==> config.mk <==
export PLATFORM = sky130hd
export DESIGN_NAME = pc_fetch_unit
export DESIGN_NICKNAME = d
export VERILOG_FILES = /design/src/rtl/pc_fetch_unit.sv
export SDC_FILE = /design/constraint.sdc
export NUM_CORES = 1
export LEC_CHECK = 0
export CORE_MARGIN = 4
export CORE_UTILIZATION = 25
export DETAILED_ROUTE_END_ITERATION = 6
export GPL_ROUTABILITY_DRIVEN = 0
export PLACE_DENSITY_LB_ADDON = 0.25
export SYNTH_ARGS = -nofsm -noshare
export SYNTH_HDL_FRONTEND = slang
export SYNTH_SLANG_ARGS = --single-unit
==> constraint.sdc <==
create_clock -name clk -period 5.3 [get_ports clk]
set_input_delay 1.06 -clock clk [delete_from_list [all_inputs] [get_ports clk]]
set_output_delay 1.06 -clock clk [all_outputs]
set_load 0.01 [all_outputs]
==> src/rtl/pc_fetch_unit.sv <==
// Program counter and instruction fetch: fetches a word over a req/ack handshake,
// holds it for decode during EXEC, then resolves the next PC from the decoded op.
module pc_fetch_unit #(
    parameter logic [31:0] RESET_PC    = 32'h0000_0000,
    parameter int unsigned ACK_TIMEOUT = 16
) (
    input  logic        clk,
    input  logic        rst,
    output logic        imem_req,
    output logic [31:0] imem_addr,
    input  logic        imem_ack,
    input  logic [31:0] imem_rdata,
    output logic [31:0] instr,
    output logic        instr_valid,
    output logic [31:0] pc,
    output logic [31:0] link_addr,
    input  logic [5:0]  CUOp,
    input  logic [31:0] immOut,
    input  logic [31:0] rs1_data,
    input  logic        branch_taken,
    input  logic        stall,
    output logic        halted,
    output logic        misaligned,
    output logic        fetch_timeout
);

    localparam logic [5:0] CU_JAL   = 6'd2;
    localparam logic [5:0] CU_JALR  = 6'd3;
    localparam logic [5:0] CU_BEQ   = 6'd4;
    localparam logic [5:0] CU_BGEU  = 6'd9;
    localparam logic [5:0] CU_ERROR = 6'd38;

    localparam int unsigned     CNT_W    = (ACK_TIMEOUT > 2) ? $clog2(ACK_TIMEOUT) : 1;
    localparam logic [CNT_W-1:0] CNT_LAST = CNT_W'(ACK_TIMEOUT - 1);
    localparam logic [CNT_W-1:0] CNT_ONE  = CNT_W'(1);

    typedef enum logic [1:0] {
        RST_HOLD = 2'd0,
        FETCH    = 2'd1,
        EXEC     = 2'd2,
        HALT     = 2'd3
    } state_t;

    state_t            state_q, state_d;
    logic [31:0]       pc_q, pc_d;
    logic [31:0]       instr_q, instr_d;
    logic [CNT_W-1:0]  cnt_q, cnt_d;
    logic              mis_q, mis_d;
    logic              tmo_q, tmo_d;
    logic [31:0]       next_pc;

    // Target selection; JALR clears bit 0 before the alignment check sees it.
    function automatic logic [31:0] calc_next_pc(
        input logic [5:0]  op,
        input logic [31:0] cur_pc,
        input logic [31:0] imm,
        input logic [31:0] rs1,
        input logic        taken
    );
        logic [31:0] sum;
        if (op == CU_JAL) begin
            calc_next_pc = cur_pc + imm;
        end else if (op == CU_JALR) begin
            sum          = rs1 + imm;
            calc_next_pc = {sum[31:1], 1'b0};
        end else if ((op >= CU_BEQ) && (op <= CU_BGEU) && taken) begin
            calc_next_pc = cur_pc + imm;
        end else begin
            calc_next_pc = cur_pc + 32'd4;
        end
    endfunction

    assign next_pc = calc_next_pc(CUOp, pc_q, immOut, rs1_data, branch_taken);

    always_ff @(posedge clk or posedge rst) begin
        if (rst) begin
            state_q <= RST_HOLD;
            pc_q    <= RESET_PC;
            instr_q <= 32'd0;
            cnt_q   <= '0;
            mis_q   <= 1'b0;
            tmo_q   <= 1'b0;
        end else begin
            state_q <= state_d;
            pc_q    <= pc_d;
            instr_q <= instr_d;
            cnt_q   <= cnt_d;
            mis_q   <= mis_d;
            tmo_q   <= tmo_d;
        end
    end

    always_comb begin
        state_d = state_q;
        pc_d    = pc_q;
        instr_d = instr_q;
        cnt_d   = cnt_q;
        mis_d   = mis_q;
        tmo_d   = tmo_q;
        case (state_q)
            RST_HOLD: begin
                state_d = FETCH;
            end
            FETCH: begin
                // An ack on the threshold cycle still completes the fetch.
                if (imem_ack) begin
                    instr_d = imem_rdata;
                    cnt_d   = '0;
                    state_d = EXEC;
                end else if (cnt_q == CNT_LAST) begin
                    tmo_d   = 1'b1;
                    state_d = HALT;
                end else begin
                    cnt_d = cnt_q + CNT_ONE;
                end
            end
            EXEC: begin
                if (!stall) begin
                    if (CUOp == CU_ERROR) begin
                        state_d = HALT;
                    end else if (next_pc[1:0] != 2'b00) begin
                        mis_d   = 1'b1;
                        state_d = HALT;
                    end else begin
                        pc_d    = next_pc;
                        state_d = FETCH;
                    end
                end
            end
            HALT: begin
                state_d = HALT;
            end
            default: begin
                state_d = HALT;
            end
        endcase
    end

    assign imem_req      = (state_q == FETCH);
    assign instr_valid   = (state_q == EXEC);
    assign halted        = (state_q == HALT);
    assign imem_addr     = pc_q;
    assign pc            = pc_q;
    assign link_addr     = pc_q + 32'd4;
    assign instr         = instr_q;
    assign misaligned    = mis_q;
    assign fetch_timeout = tmo_q;

endmodule

==> impl_results.md, run 1 <==
- Nets@finish: ~1300
- Dominant cell type by area after synthesis: dfrtp_1
- Final instance area: 10430 sq um
- Die ar.: around 33000 sq um
- TritonCTS Buffers: 9
- DPL Wire Length: 23.82 mm
- PwrDens: 346.9 nW/um^2
- # hold bufs at CTS: 0
- Setup TNS: 0 ns
- Critical path type: reg -> out
- FP Rows: 63
- Setup crit start kind: register
- FF-to-FF path depth: 11
- First-pass GRT wire length: 45.68 mm
- Port bufs: 239
- WHS Endpoint: fetch_timeout
- Netlist cell types: 84
- Clk sinks: about 70
- Ant. Diodes: 0
- Largest net degree at the start of global routing: 47
- First drt pass iteration count: 5
- Flops & latches, synth: 72
- Final setup vio count: 0
- Sequential share of the synthesized area: between 20% and 30%
- Global Route Usage Sum: 17.26%
- Worst Path Arrival: 3.13 ns
- Post-synth EDFFs: 0
- Die height: 181.6 um
- FFs w/ async S/R, synth: 100.0%
- Initial Util: between 20 and 30%
- Clock root buffer: clkbuf_16
- Top FF cell, synth: dfrtp_1
- Post-cts sizing count: 0
- Maximum VDD drop: approximately 0.00016 V
- Initial antenna violation count: 0
- Hold_sp: fetch_timeout
- Syn avg cell area: around 8.3 sq um
- Outcome: finished, final reports clean
- Leakage: 0.004209 uW
- Post-DP Area: ~10000 sq um
- Share of layout cells above drive strength 1: 8.213%
- Worst path required time: around 4.2 ns
- Max-cap violations: 0
- Ys Warns: 0
- Slew headroom: 31.01%
- Depth of the CTS H-tree: 3
- Syn_nets: 1075
- Die Wd: 181.6 um
- Commonest non-fill, non-tap cell in the layout: clkdlybuf4s50_1
- CTS max path bufs: 2
- Cell Area, Synth: 7537 sq um
- Slew @ Worst Pin: 1.033 ns
- Peak Freq: 238.9 MHz
- GRT overflow: 0
- Post-route ant nets: 0
- DRC Markers: 0
- Area growth syn-to-layout: 38.33%
- DR vias: ~7700
- Top area cells in the synthesized netlist: dfrtp_1, ha_1, xnor2_1
- Number of global-route vias before repair: 7769
- RSZ-0062 raised after global routing: false
- Period utilization: between 70% and 80%
- Clock Latency Late Sink: 0.34 ns
- CTS tree: done
- Clock-pin slew on the worst setup and hold paths: 0.07 ns
- Post-CTS setup buffer count: 0
- Post-route minimum period: between 4 and 5 ns
- Slew Limit Fails: 0
- R2r setup slk: 1.86 ns
- IO Pins: 240
- Synth Instances: 903
- Most frequent cells in the layout: clkdlybuf4s50_1, nand2_1, a21oi_1
- Drt via density: 5.138
- Setup Skew: 0.009390 ns
- Overall routed net length: 29.57 mm
- 1st-iter DRT viols: 547
- Core box area: approximately 30000 sq um
- Final hold viol count: 0
- Worst r2r src: imem_addr[0]
- Endpoint class of the critical path: output port
- Top cell type's share of synthesized area: 23.90%
- Hold depth: 1
- CP max FO: 9
- WL/cell: ~20 um
- Reg2reg end: imem_addr[24]
- Hold WC Path Type: reg -> reg
per-layer routing:
layer | vias up | wire length, um | GRT usage (%) | part of all wire (%)
met5 | - | 0 | 0 | 0
met2 | 299 | 13360 | 28.12 | 45
met1 | 3631 | 13610 | 23.82 | 46
li1 | 3735 | - | - | -
met4 | 0 | 469 | 3.633 | 1.6
met3 | 32 | 2139 | 3.365 | 7.2
logic make-up (layout without fill, tap and decap cells):
family | after synthesis | after routing | share of synthesized area, %
flip-flops | 72 | 72 | 23.90
buffers and inverters | 86 | 291 | 6.242
AO/OA/AOI/OAI | 291 | 291 | 25.86
AND/OR/NAND/NOR | 273 | 273 | 18.28
XOR/XNOR | 79 | 79 | 9.280
adder cells (fa/ha/maj) | 65 | 65 | 10.99
multiplexers | 37 | 37 | 5.445
cell usage after synthesis, drive strengths merged, types with 14 or more instances:
| cell type | instances |
|---|---|
| nand2 | 96 |
| a21oi | 81 |
| dfrtp | 72 |
| ha | 63 |
| o21ai | 57 |
| nor2 | 52 |
| xnor2 | 52 |
| buf | 48 |
| nand3 | 36 |
| mux2 | 32 |
| a21o | 27 |
| xor2 | 27 |
| inv | 23 |
| nor3 | 17 |
| a211oi | 14 |
| clkbuf | 14 |
| o22ai | 14 |
stage by stage:
step	hold slack, ns	setup slack (ns)	total power [uW]	instances	utilization [%]
2_1_floorplan	0.4932	1.785	2070	903	-
4_1_cts	0.4707	1.060	3641	1498	35.08
3_5_place_dp	0.4551	0.8961	2992	1482	34.08
5_1_grt	0.4850	0.9282	3868	1498	35.08
3_3_place_gp	0.4374	0.9363	2976	1482	34.08
6_report	0.4697	1.114	3617	1498	35.08
layout make-up:
cell class,instances,area (sq um)
Clock buffer,10,229.0
Clock inverter,6,70.07
Fill cell,3094,19290
Inverter,24,90.09
Multi-Input combinational cell,745,5265
Sequential cell,72,1802
Tap cell,390,488.0
Timing Repair Buffer,251,2482
registers in the layout, indices dropped and copies added, names as in the netlist:
signal,count
misaligned,1
fetch_timeout,1
imem_addr,32
instr,32
cnt_q,4
state_q,2
report_power, final:
part | internal, uW | switching, uW | total (uW) | leakage (uW)
sequential | 725 | 235 | 960 | 0.000907
clock | 367 | 266 | 633 | 0.000135
combinational | 1070 | 953 | 2020 | 0.00317
worst max path at each step:
stage                    endpoint  slack, ns  cells past startpoint          from
floorplan           imem_addr[24]       1.79                     11     immOut[0]
global placement    imem_addr[30]       0.94                     12     immOut[0]
detailed placement  imem_addr[30]       0.90                     12     immOut[0]
CTS                 link_addr[31]       1.06                      7  imem_addr[4]
global route        link_addr[25]       0.93                      7  imem_addr[4]
finish              link_addr[31]       1.11                      7  imem_addr[4]
worst max-delay path: stages, from the launching register on:
cell and delay [ns]:
dfrtp_1 0.57, and4_4 0.34, nand4_4 0.16, or2_4 0.33, or3_4 0.39, nor2_2 0.16
xor2_2 0.22, clkdlybuf4s50_1 0.61
(Power assumes the default switching activity.)
==> run 2: changes to the inputs <==
==> constraint.sdc (replaced) <==
create_clock -name clk -period 4.2 [get_ports clk]
set_input_delay 0.84 -clock clk [delete_from_list [all_inputs] [get_ports clk]]
set_output_delay 0.84 -clock clk [all_outputs]
set_load 0.01 [all_outputs]
==> impl_results.md, run 2 (same netlist as run 1, synthesis figures left out) <==
- TritonCTS Buffers: 9 (unchanged)
- Depth of the CTS H-tree: 3 (unchanged)
- Largest net degree at the start of global routing: 38 (was 47)
- Drt via density: 5.128 (was 5.138)
- 1st-iter DRT viols: 496 (was 547)
- Slew @ Worst Pin: 0.8930 ns (was 1.033 ns)
- FP Rows: 63 (unchanged)
- First-pass GRT wire length: 45.66 mm (was 45.68 mm)
- Initial antenna violation count: 0 (unchanged)
- CTS tree: done (unchanged)
- # hold bufs at CTS: 0 (unchanged)
- Die Wd: 181.6 um (unchanged)
- Leakage: 0.004345 uW (was 0.004209 uW)
- Final setup vio count: 0 (unchanged)
- Hold WC Path Type: reg -> reg (unchanged)
- Post-CTS setup buffer count: 0 (unchanged)
- Worst path required time: 3.36 ns (was 4.24 ns)
- Nets@finish: 1297 (was 1275)
- Clock Latency Late Sink: 0.34 ns (about the same)
- Slew headroom: 40.38% (was 31.01%)
- Clock root buffer: clkbuf_16 (unchanged)
- Clk sinks: 72 (unchanged)
- DR vias: 7795 (was 7697)
- Final hold viol count: 0 (unchanged)
- IO Pins: 240 (unchanged)
- GRT overflow: 0 (unchanged)
- DPL Wire Length: 24.14 mm (was 23.82 mm)
- Critical path type: reg -> out (unchanged)
- Setup TNS: 0 ns (unchanged)
- Period utilization: 93.80%
- Slew Limit Fails: 0 (unchanged)
- Pre-CTS WS: 0.1260 ns (was 0.8961 ns)
- First drt pass iteration count: 6 (was 5)
- Setup Skew: 0.01913 ns (was 0.009390 ns)
- Die height: 181.6 um (unchanged)
- DRC Markers: 0 (unchanged)
- Final WS setup: 0.2603 ns (was 1.114 ns)
- Sequential Power Share: 25.7% (was 26.5%)
- CTS max path bufs: 2 (unchanged)
- Pint: 2776 uW (was 2163 uW)
- Port bufs: 239 (unchanged)
- Share of layout cells above drive strength 1: 10.09% (was 8.213%)
- Core box area: 29720 sq um (unchanged)
- RSZ-0062 raised after global routing: false (unchanged)
- Clock-pin slew on the worst setup and hold paths: 0.08 ns (was 0.07 ns)
- Peak Freq: 253.8 MHz
- Multi-input gate area: 5265 sq um (unchanged)
- Ant. Diodes: 0 (unchanged)
- Commonest non-fill, non-tap cell in the layout: clkdlybuf4s50_1 (unchanged)
- Post-route ant nets: 0 (unchanged)
- Outcome: finished, final reports clean (unchanged)
- Register area: 1802 sq um (unchanged)
- Worst Path Arrival: 3.10 ns (was 3.13 ns)
- Clock power frac: 17.8% (was 17.5%)
- Endpoint class of the critical path: output port (unchanged)
- CP max FO: 8 (was 9)
- Initial Util: 25.36% (unchanged)
- Setup crit start kind: register (unchanged)
- Post-route minimum period: 3.940 ns
- PwrDens: 434.3 nW/um^2 (was 346.9 nW/um^2)
- Area growth syn-to-layout: 40.92% (was 38.33%)
- Global Route Usage Sum: 17.33% (was 17.26%)
- Maximum VDD drop: 0.0001682 V (was 0.0001569 V)
- Die ar.: 32990 sq um (unchanged)
- Most frequent cells in the layout: clkdlybuf4s50_1, nand2_1, a21oi_1 (unchanged)
- Sw Share: 39.81% (was 40.19%)
- Post-cts sizing count: 0 (unchanged)
- Max-cap violations: 0 (unchanged)
- Combinational share of power: 56.5% (was 56.0%)
- Fillers: 3109 (was 3094)
- Switching Power: 1837 uW (was 1453 uW)
- Number of global-route vias before repair: 7831 (was 7769)
- WL/cell: 19.67 um (was 19.74 um)
- Overall routed net length: 29.91 mm (was 29.57 mm)
[run 2: changes by cell type in the layout (fill, tap and decap cells not counted)]
cell	delta
buf_12	+2
buf_4	+20
clkbuf_1	-1
clkbuf_8	+1
clkinv_2	+2
clkinv_4	-2
clkinvlp_4	-2
inv_6	+2
[run 2: stage by stage]
step	total power (uW)	utilization (%)	area (sq um)	instances	hold slack, ns
after detailed placement	3801	34.72	10320	1504	0.4645
final	4613	35.74	10620	1520	0.4644
after global placement	3786	34.72	10320	1504	0.4448
after global routing	4918	35.74	10620	1520	0.5119
after floorplan	2613	-	7537	903	0.4932
after CTS	4643	35.74	10620	1520	0.4796
[run 2: power by group through the flow]
stage               sequential, uW  clock (uW)  combinational [uW]
floorplan                     1240           0                1370
global placement              1190           0                2600
detailed placement            1200           0                2600
CTS                           1180         840                2620
global route                  1230         862                2830
finish                        1180         821                2610
[run 2: layout make-up]
| type | instances | share of cell area [%] |
|---|---|---|
| Clock inverter | 6 | 0.6126 |
| Clock buffer | 10 | 2.250 |
| Sequential cell | 72 | 16.96 |
| Multi-Input combinational cell | 745 | 49.57 |
| Timing Repair Buffer | 273 | 25.16 |
| Inverter | 24 | 0.8482 |
| Tap cell | 390 | 4.594 |
[run 2: path summary, 6_finish.rpt]
kind,from,to,slack [ns],depth (start not counted)
max reg2reg,imem_addr[0],imem_addr[24],0.84,12
max in group asynchronous,rst,misaligned,2.44,3
min in group asynchronous,rst,imem_addr[0],1.02,2
max,imem_addr[3],link_addr[26],0.26,7
min,fetch_timeout,fetch_timeout,0.46,1
min reg2reg,fetch_timeout,fetch_timeout,0.46,1
[run 2: worst max-delay path, stage by stage, from the launching register on]
cell and delay (ns):
dfrtp_1 0.55, ha_1 0.28, nand3_1 0.15, nor2_1 0.38, nand2_1 0.24, nor2_1 0.17, xor2_1 0.34, clkdlybuf4s50_1 0.64
[run 2: layer usage]
metal,wire length [um],GRT usage [%],vias to the layer above
met4,397,3.332,0
met1,13930,23.84,3689
met5,0,0,-
met2,13600,28.52,305
met3,1975,3.325,26
li1,-,-,3775
==> run 3: changes to the inputs <==
--- a/config.mk
+++ b/config.mk
@@ -6,7 +6,7 @@
 export NUM_CORES = 1
 export LEC_CHECK = 0
 export CORE_MARGIN = 4
-export CORE_UTILIZATION = 25
+export CORE_UTILIZATION = 48
 export DETAILED_ROUTE_END_ITERATION = 6
 export GPL_ROUTABILITY_DRIVEN = 0
 export PLACE_DENSITY_LB_ADDON = 0.25
==> impl_results.md, run 3 (same netlist as run 1, synthesis figures left out) <==
- Clock-pin slew on the worst setup and hold paths: 0.07 ns (was 0.08 ns)
- RSZ-0062 raised after global routing: false (unchanged)
- Critical Path Slowest Stage Cell: clkdlybuf4s50_1 (unchanged)
- Nets@finish: 1292 (was 1297)
- Worst Path Buf+Inv: 1 (unchanged)
- CP peak stage delay: 0.60 ns (was 0.64 ns)
- Combinational share of power: 57.0% (was 56.5%)
- GRT overflow: 0 (unchanged)
- Hold_ws: 0.4593 ns (was 0.4644 ns)
- Setup crit start kind: register (unchanged)
- Share of layout cells above drive strength 1: 9.689% (was 10.09%)
- Initial Util: 49.22% (was 25.36%)
- Worst Path Arrival: 3.09 ns (was 3.10 ns)
- Die Wd: 133.3 um (was 181.6 um)
- CP max FO: 8 (unchanged)
- Die ar.: 17770 sq um (was 32990 sq um)
- DRC Markers: 0 (unchanged)
- Layout Utilization: 67.45% (was 35.74%)
- Endpoint class of the critical path: output port (unchanged)
- Setup TNS: 0 ns (unchanged)
- CTS max path bufs: 2 (unchanged)
- Setup Skew: 0.01178 ns (was 0.01913 ns)
- Fillers: 1338 (was 3109)
- Slew headroom: 55.22% (was 40.38%)
- First-pass GRT wire length: 41.33 mm (was 45.66 mm)
- Overall routed net length: 26.00 mm (was 29.91 mm)
- Post-route ant nets: 0 (unchanged)
- Power consumption: 4535 uW (was 4613 uW)
- Post-route minimum period: 3.926 ns (was 3.940 ns)
- Die height: 133.3 um (was 181.6 um)
- Global Route Usage Sum: 28.67% (was 17.33%)
- Crit-path cells: and4_4, nand4_4, or2_4, or3_4, nor2_2, xor2_2, clkdlybuf4s50_1 (was ha_1, nand3_1, nor2_1, nand2_1, nor2_1, xor2_1, clkdlybuf4s50_1)
- Clock Latency Late Sink: 0.36 ns (was 0.34 ns)
- Clk sinks: 72 (unchanged)
- Switching Power: 1833 uW (was 1837 uW)
- PwrDens: 439.0 nW/um^2 (was 434.3 nW/um^2)
- CTS tree: done (unchanged)
- Non-Filler Instances: 1336 (was 1520)
- Hold WC Path Type: reg -> reg (unchanged)
- IO Pins: 240 (unchanged)
- Sw Share: 40.41% (was 39.81%)
- Number of global-route vias before repair: 7897 (was 7831)
- Drt via density: 6.063 (was 5.128)
- Depth of the CTS H-tree: 3 (unchanged)
- Area growth syn-to-layout: 37.05% (was 40.92%)
- Post-cts sizing count: 0 (unchanged)
- Port bufs: 239 (unchanged)
- Crit-path leading delay family: simple AND/OR/NAND/NOR gates (unchanged)
- Largest net degree at the start of global routing: 33 (was 38)
- Clock power frac: 17.0% (was 17.8%)
- TritonCTS Buffers: 9 (unchanged)
- Core box area: 15310 sq um (was 29720 sq um)
- Most frequent cells in the layout: clkdlybuf4s50_1, nand2_1, a21oi_1 (unchanged)
- Ant. Diodes: 0 (unchanged)
- DR vias: 8100 (was 7795)
- # hold bufs at CTS: 0 (unchanged)
- DPL Wire Length: 20.23 mm (was 24.14 mm)
- Period utilization: 93.48% (was 93.80%)
- Sequential Power Share: 26.0% (was 25.7%)
- Outcome: finished, final reports clean (unchanged)
- Slew @ Worst Pin: 0.6692 ns (was 0.8930 ns)
- Clock root buffer: clkbuf_16 (unchanged)
- First drt pass iteration count: 6 (unchanged)
- Critical path type: reg -> out (unchanged)
- Slew Limit Fails: 0 (unchanged)
- Leakage: 0.004299 uW (was 0.004345 uW)
- Maximum VDD drop: 0.0002133 V (was 0.0001682 V)
- 1st-iter DRT viols: 744 (was 496)
- Final hold viol count: 0 (unchanged)
- Max-cap violations: 0 (unchanged)
- FP Rows: 45 (was 63)
- Final setup vio count: 0 (unchanged)
- Initial antenna violation count: 0 (unchanged)
- Worst path required time: 3.36 ns (about the same)
- Peak Freq: 254.7 MHz (was 253.8 MHz)
- Inst Count DP: 1320 (was 1504)
- Commonest non-fill, non-tap cell in the layout: clkdlybuf4s50_1 (unchanged)
- WL/cell: 19.46 um (was 19.67 um)
- Post-CTS setup buffer count: 0 (unchanged)
- Pint: 2702 uW (was 2776 uW)
## run 3: worst paths after layout
path / startpoint / end / slack (ns) / depth (start not counted)
worst max-delay path: imem_addr[5] / link_addr[31] / 0.27 / 7
worst min-delay path: misaligned / misaligned / 0.46 / 1
worst max register to register: imem_addr[0] / imem_addr[30] / 0.95 / 11
worst min register to register: misaligned / misaligned / 0.46 / 1
max in group asynchronous: rst / imem_addr[26] / 2.56 / 3
min in group asynchronous: rst / instr[3] / 0.81 / 2
## run 3: power by group through the flow
stage          clock [uW]  combinational, uW  sequential [uW]
6_report              772               2580             1180
3_5_place_dp            0               2560             1190
4_1_cts               774               2570             1180
5_1_grt               810               2780             1230
2_1_floorplan           0               1370             1240
3_3_place_gp            0               2530             1170
## run 3: through the flow
stage | worst slack [ns] | cell area (sq um)
after floorplan | 0.9055 | 7537
after global placement | 0.2479 | 10040
after detailed placement | 0.1870 | 10040
after CTS | 0.2926 | 10330
after global routing | 0.1917 | 10330
final | 0.2740 | 10330
## run 3: layout make-up
class                           count  area, sq um  area share [%]
Inverter                           24        90.09          0.8721
Clock inverter                      7        61.31          0.5935
Multi-Input combinational cell    745         5265           50.97
Tap cell                          211        264.0           2.556
Sequential cell                    72         1802           17.44
Clock buffer                        9        225.2           2.180
Timing Repair Buffer              268         2623           25.39
## run 3: metal layers
metal	vias up	GRT usage (%)	wire, um
met5	-	0	0
met4	0	9.771	653
met3	56	6.495	2540
met2	463	45.74	11920
met1	3815	38.47	10880
li1	3766	-	-
## run 3: worst register-to-register path, delay by kind of cell, from the launching register on
family	cells	cell delay, ns
and+or+nand+nor	1	0.07
xor gates and xnor gates	1	0.14
DFF	1	0.48
AOI/OAI and AO/OA	7	1.96
adders and majority gates	2	0.50
